**src/rtl/sync_fifo.sv**
```systemverilog
// First-word-fall-through FIFO: a pushed word is on rdata the cycle after the push edge.
// A push while full is accepted only if a pop happens on the same edge; otherwise it is dropped.
module sync_fifo #(
  parameter int WIDTH = 8,
  parameter int LOG2  = 2
) (
  input  logic             clk,
  input  logic             rst,
  input  logic             push,
  input  logic [WIDTH-1:0] wdata,
  input  logic             pop,
  output logic [WIDTH-1:0] rdata,
  output logic             empty,
  output logic             full
);
  localparam int DEPTH = 1 << LOG2;

  logic [LOG2:0]      wr_ptr;
  logic [LOG2:0]      rd_ptr;
  logic [WIDTH-1:0]   mem [DEPTH];
  logic               do_push;
  logic               do_pop;

  // Extra pointer bit distinguishes full from empty when the indices match.
  assign empty   = (wr_ptr == rd_ptr);
  assign full    = (wr_ptr[LOG2] != rd_ptr[LOG2]) &&
                   (wr_ptr[LOG2-1:0] == rd_ptr[LOG2-1:0]);
  assign do_pop  = pop && !empty;
  assign do_push = push && (!full || do_pop);
  assign rdata   = empty ? '0 : mem[rd_ptr[LOG2-1:0]];

  always_ff @(posedge clk or posedge rst) begin
    if (rst) begin
      wr_ptr <= '0;
      rd_ptr <= '0;
    end else begin
      if (do_push) wr_ptr <= wr_ptr + 1'b1;
      if (do_pop)  rd_ptr <= rd_ptr + 1'b1;
    end
  end

  always_ff @(posedge clk) begin
    if (do_push) mem[wr_ptr[LOG2-1:0]] <= wdata;
  end
endmodule

```
**src/rtl/uart_receiver.sv**
```systemverilog
// 8N1 UART receiver: 2-flop sync, mid-bit sampling FSM, byte visible one cycle after stop sample.
// Bytes arriving while the FIFO is full and not being read are dropped and flagged as overrun.
module uart_receiver #(
  parameter int CLK_DIV   = 104,
  parameter int FIFO_LOG2 = 2
) (
  input  logic       clk,
  input  logic       rst,
  input  logic       rx,
  input  logic       rd_en,
  input  logic       clr_err,
  output logic [7:0] rd_data,
  output logic       rd_valid,
  output logic       overrun,
  output logic       frame_err
);
  typedef enum logic [2:0] {IDLE, START, DATA, STOP, BREAK} state_t;

  localparam logic [15:0] BIT_CNT  = 16'(CLK_DIV);
  localparam logic [15:0] HALF_CNT = 16'(CLK_DIV / 2);

  logic        rx_meta;
  logic        rxs;
  logic        rxs_d;
  state_t      state;
  logic [15:0] cnt;
  logic [2:0]  bit_idx;
  logic [7:0]  shreg;
  logic        tick;
  logic        push;
  logic        ferr_set;
  logic        pop;
  logic        fifo_empty;
  logic        fifo_full;
  logic        ovr_set;

  // Synchronizer and edge-history flops idle high so reset never looks like a start edge.
  always_ff @(posedge clk or posedge rst) begin
    if (rst) begin
      rx_meta <= 1'b1;
      rxs     <= 1'b1;
      rxs_d   <= 1'b1;
    end else begin
      rx_meta <= rx;
      rxs     <= rx_meta;
      rxs_d   <= rxs;
    end
  end

  assign tick     = (cnt == 16'd1);
  assign push     = (state == STOP) && tick && rxs;
  assign ferr_set = (state == STOP) && tick && !rxs;
  assign pop      = rd_en && rd_valid;
  assign ovr_set  = push && fifo_full && !pop;

  always_ff @(posedge clk or posedge rst) begin
    if (rst) begin
      state   <= IDLE;
      cnt     <= '0;
      bit_idx <= '0;
      shreg   <= '0;
    end else begin
      case (state)
        IDLE: begin
          if (rxs_d && !rxs) begin
            state <= START;
            cnt   <= HALF_CNT;
          end
        end
        START: begin
          if (tick) begin
            cnt     <= rxs ? 16'd0 : BIT_CNT;
            bit_idx <= '0;
            state   <= rxs ? IDLE : DATA;
          end else begin
            cnt <= cnt - 16'd1;
          end
        end
        DATA: begin
          if (tick) begin
            // LSB arrives first, so shift right and insert at the MSB.
            shreg   <= {rxs, shreg[7:1]};
            cnt     <= BIT_CNT;
            bit_idx <= bit_idx + 3'd1;
            if (bit_idx == 3'd7) state <= STOP;
          end else begin
            cnt <= cnt - 16'd1;
          end
        end
        STOP: begin
          if (tick) begin
            cnt   <= '0;
            state <= rxs ? IDLE : BREAK;
          end else begin
            cnt <= cnt - 16'd1;
          end
        end
        BREAK: begin
          if (rxs) state <= IDLE;
        end
        default: state <= IDLE;
      endcase
    end
  end

  // A set event on the same edge as clr_err must win.
  always_ff @(posedge clk or posedge rst) begin
    if (rst) begin
      overrun   <= 1'b0;
      frame_err <= 1'b0;
    end else begin
      if (clr_err) begin
        overrun   <= 1'b0;
        frame_err <= 1'b0;
      end
      if (ovr_set)  overrun   <= 1'b1;
      if (ferr_set) frame_err <= 1'b1;
    end
  end

  sync_fifo #(
    .WIDTH (8),
    .LOG2  (FIFO_LOG2)
  ) u_fifo (
    .clk   (clk),
    .rst   (rst),
    .push  (push),
    .wdata (shreg),
    .pop   (pop),
    .rdata (rd_data),
    .empty (fifo_empty),
    .full  (fifo_full)
  );

  assign rd_valid = !fifo_empty;
endmodule
```
**config.mk**
```make
export PLATFORM = sky130hd
export DESIGN_NAME = uart_receiver
export DESIGN_NICKNAME = d
export VERILOG_FILES = /design/src/rtl/sync_fifo.sv /design/src/rtl/uart_receiver.sv
export SDC_FILE = /design/constraint.sdc
export NUM_CORES = 1
export LEC_CHECK = 0
export BUFFER_PORTS_ARGS = -buffer_cell sky130_fd_sc_hd__buf_2
export CAP_MARGIN = 20
export CORE_MARGIN = 3
export CORE_UTILIZATION = 29
export CTS_CLUSTER_SIZE = 8
export DETAILED_ROUTE_END_ITERATION = 12
export GPL_TIMING_DRIVEN = 0
export HOLD_SLACK_MARGIN = 0.05
export MAX_ROUTING_LAYER = met4
export SETUP_SLACK_MARGIN = 0.1
export SLEW_MARGIN = 20
export SYNTH_ARGS = -nofsm -noshare
export SYNTH_HDL_FRONTEND = slang
export SYNTH_SLANG_ARGS = --single-unit
```
**constraint.sdc**
```tcl
create_clock -name clk -period 1.8 [get_ports clk]
set_input_delay 0.09 -clock clk [delete_from_list [all_inputs] [get_ports clk]]
set_output_delay 0.09 -clock clk [all_outputs]
set_load 0.02 [all_outputs]
```
==> out/results.env <==
OUTCOME='complete, but fails checks'
VIOLATIONS='setup timing'
VIAS=2340
DIE_WIDTH_UM=114.5
HP-CLASS='in2async'
TRITONCTS_CLOCK_TREE='yes'
POSTSYNTHREGISTERBITS=73
CLK-INSERTION-DELAY-LATE_NS=0.33
DRTANTENNAVIOLNETS=0
IOPINCOUNT=16
TIMING_MAX_TRANSITION_VIOLATIONS_FINAL=0
DR_WL_MET3_UM=275
AREA_GROWTH_SYN_TO_LAYOUT_PCT=36.83
GRT_PASS1_WL_UM=11350
GLOBALPLACE.CONGESTION=0.7861
WL_MET2_UM=3811
N_ANTENNA_CELL=0
MAX_FREQ_MHz=497.1
CP-STARTPOINT='cnt[13]'
POST_PLACEMENT_WORST_SETUP_SLACK_NS=-0.3586
MAXSLEWHEADROOM=0.6905
DIE-HEIGHT_UM=114.5
HTREE_LEVELS=3
AVGVIACOUNTPERCELL=4.979
ITERATION_0_DRC_MARKERS=121
CORE_AREA_UM2=11170
CLOCK_SKEW_NS=0.008191
AVGSYNTHCELLAREA_UM2=13.12
POWER-PER-CELL-AREA_nW_PER_UM2=1546
CTS.CLK_SLEW.WORST_PATHS_NS=0.06
SEQUENTIAL_TO_TOTAL_AREA_SHARE_FROM_YOSYS_STAT=0.5836
FIRST_GLOBAL_VIAS=2222
HPWL_UM=4276
FINAL_PERIOD_MINUS_WORST_SETUP_SLACK_NS=2.012
VDD_DROP_MAX_mV=1.168
CTS_ROOT_BUF='sky130_fd_sc_hd__clkbuf_16'
NUMBER_OF_ENABLE_FLIP_FLOP_CELLS_AFTER_SYNTHESIS=32
YOSYSWARNINGS=0
PIN_COUNT_OF_THE_BIGGEST_NET_ENTERING_GLOBAL_ROUTING=28
AREA_SHARE_OF_THE_LEADING_CELL_TYPE_IN_THE_SYNTHESIZED_NETLIST=0.2817
LAYOUT_SETUP_WS_NS=-0.2118
TOTAL_LEAKAGE_POWER_nW=1.835
FLOORPLAN.INITIALDENSITY=0.3053
CRIT_FANOUT=8
MOSTFREQUENTLAYOUTCELLS='sky130_fd_sc_hd__dfrtp_1, sky130_fd_sc_hd__edfxtp_1, sky130_fd_sc_hd__buf_4'
SYNTH_ASYNC_SR_FLOP_SHARE=0.5616
YS_DOMINANT_REG_CELL='sky130_fd_sc_hd__dfrtp_1'
MAPPEDNETLISTAREA_UM2=3411
GLOBAL_ROUTE.OVERFLOW_TOTAL=0
BUFFER_PORTS.INSERTED=15
CTS_BUFFER_DEPTH=2
ROUTE.TOP_LAYER_USED='met4'
FINALHOLDVIOLCOUNT=0
RR_STARTPOINT='cnt[13]'
WORST-ENDPOINT-ARRIVAL_NS=2.04
FINAL_NET_COUNT=339
SYNTH.NET_COUNT=274
WIRELENGTH_UM=7398
FLOORPLAN.ROWS=38
ROUTE.DETAILED.DRC=0
FINAL_LAYOUT_SIZE_SUFFIX_GT1_FRAC=0.4576
TIMING.FINAL.CRIT_SHARE=1.118
REQUIRED_ARRIVAL_TIME_AT_THE_WORST_ENDPOINT_NS=1.83
CP-END-KIND='flip-flop'
TOTAL_DIE_AREA_UM2=13100
MAXCAPVIOLCOUNT=0
YOSYS-TOP-CELLS-AREA='sky130_fd_sc_hd__edfxtp_1, sky130_fd_sc_hd__dfrtp_1, sky130_fd_sc_hd__mux4_2, sky130_fd_sc_hd__ha_1, sky130_fd_sc_hd__mux2_2'
CRIT_TYPE='reg2reg'
CTS_MADE_BUFFERS=9
FIRSTDRTPASSITERS=4
SLEW_AT_THE_PIN_WITH_THE_WORST_MAX_SLEW_SLACK_NS=0.4633
CLKSINKCOUNT=73
GRT_SETUP_UNREPAIRED='yes'
GRT_ANTENNA_BEFORE_REPAIR=0
ROUTE.LAYER.MET1.WL_UM=3169
AVGROUTEDWIREPERCELL_UM=15.74
POST-SYNTH-TOP-AREA-CELL='sky130_fd_sc_hd__edfxtp_1'
GRT.TOTAL_USAGE=0.1148
LAYOUT.CORE_UTILIZATION=0.4177
TIMING.CRITICAL_PATH.FROM_TYPE='flip-flop'
SYNTH.LIB_CELLS_USED.DISTINCT=54
FINALSETUPVIOLCOUNT=64
CELL_COUNT_AFTER_SYNTHESIS=260
[kinds of logic after synthesis]
group	synth area share
AOI/OAI and AO/OA	0.1005
muxes	0.08584
adders and majority gates	0.03302
DFF	0.5836
xor gates and xnor gates	0.02311
and+or+nand+nor	0.1519
buffers and inverters	0.02201
[final cells by class]
class / instances / area, um^2
fill: 1004 / 6506
tap: 140 / 175.2
buffer: 8 / 76.32
multi-input combinational: 168 / 1573
sequential: 73 / 1998
clock inverter: 7 / 83.83
timing repair buffer: 54 / 491.7
clock buffer: 9 / 225.2
inverter: 11 / 43.79
[metrics by stage]
| step | hold WS, ns | instance area (um^2) | power, mW | std cells | setup TNS [ns] |
|---|---|---|---|---|---|
| 6_report | 0.2547 | 4667 | 7.216 | 470 | -9.439 |
| 5_1_grt | 0.2910 | 4667 | 7.584 | 470 | -14.14 |
| 4_1_cts | 0.2633 | 4320 | 6.695 | 447 | -7.305 |
| 3_5_place_dp | 0.07689 | 3717 | 4.112 | 416 | -14.62 |
| 3_3_place_gp | 0.1972 | 3697 | 4.073 | 415 | -13.56 |
| 2_1_floorplan | 0.09448 | 3447 | 3.646 | 260 | -0.4338 |
[state kept, by name, indices dropped and copies added, names as in the netlist]
name,flops
bit_idx,3
shreg,8
u_fifo.mem,32
cnt,16
state,3
overrun,1
frame_err,1
rx_meta,1
rxs,1
u_fifo.rd_ptr,3
u_fifo.wr_ptr,3
rxs_d,1
[timing repair]
action,CTS,global route
buffers inserted,10,23
cloned,2,0
resized for setup,49,41
endpoints found under the hold margin,44,0
hold buffers,4,0
setup endpoints to repair,73,75
pin swaps,11,20
[final timing paths]
path                                    end  slack, ns  cells after the start
max                        u_fifo.mem[0][5]      -0.21                      5
min                                 cnt[12]       0.25                      3
max reg2reg                u_fifo.mem[0][5]      -0.21                      5
min reg2reg                             rxs       0.36                      0
max in group asynchronous             rxs_d       1.01                      4
min in group clk                        rxs       0.36                      0
[Yosys cell counts (3+ instances only)]
cell	instances
sky130_fd_sc_hd__or3_1	3
sky130_fd_sc_hd__nor3_1	4
sky130_fd_sc_hd__xnor2_1	7
sky130_fd_sc_hd__ha_1	9
sky130_fd_sc_hd__o22ai_1	3
sky130_fd_sc_hd__edfxtp_1	32
sky130_fd_sc_hd__nand3_1	6
sky130_fd_sc_hd__o31ai_1	4
sky130_fd_sc_hd__or4_1	5
sky130_fd_sc_hd__nor3b_1	3
sky130_fd_sc_hd__buf_2	3
sky130_fd_sc_hd__clkbuf_1	5
sky130_fd_sc_hd__o21ai_0	4
sky130_fd_sc_hd__and2_1	12
sky130_fd_sc_hd__dfstp_2	3
sky130_fd_sc_hd__o2bb2ai_1	3
sky130_fd_sc_hd__nand2_1	16
sky130_fd_sc_hd__mux4_2	8
sky130_fd_sc_hd__mux2_2	10
sky130_fd_sc_hd__a41oi_1	3
sky130_fd_sc_hd__nor2_1	9
sky130_fd_sc_hd__a21oi_1	15
sky130_fd_sc_hd__inv_1	11
sky130_fd_sc_hd__a31oi_1	3
sky130_fd_sc_hd__nor2b_1	4
sky130_fd_sc_hd__dfrtp_1	38
[layer usage]
metal,GRT usage,up-vias
li1,-,1118
met1,0.1423,1159
met2,0.1808,51
met3,0.03171,12
met4,0.04038,0
met5,-,-
[power breakdown]
group	total, mW	switching, mW	internal, mW
clock network	1.85	0.754	1.10
registers	2.29	0.330	1.96
logic	3.07	1.37	1.71
total	7.22	2.45	4.76
[worst max-delay path, cell delays in order, from the launching register on]
cell and delay, ns:
sky130_fd_sc_hd__dfrtp_1 0.40, sky130_fd_sc_hd__buf_4 0.15, sky130_fd_sc_hd__nor4_2 0.38, sky130_fd_sc_hd__and4_4 0.32, sky130_fd_sc_hd__and3_4 0.22, sky130_fd_sc_hd__and2_4 0.23
Power figures use the tool's default switching activity.
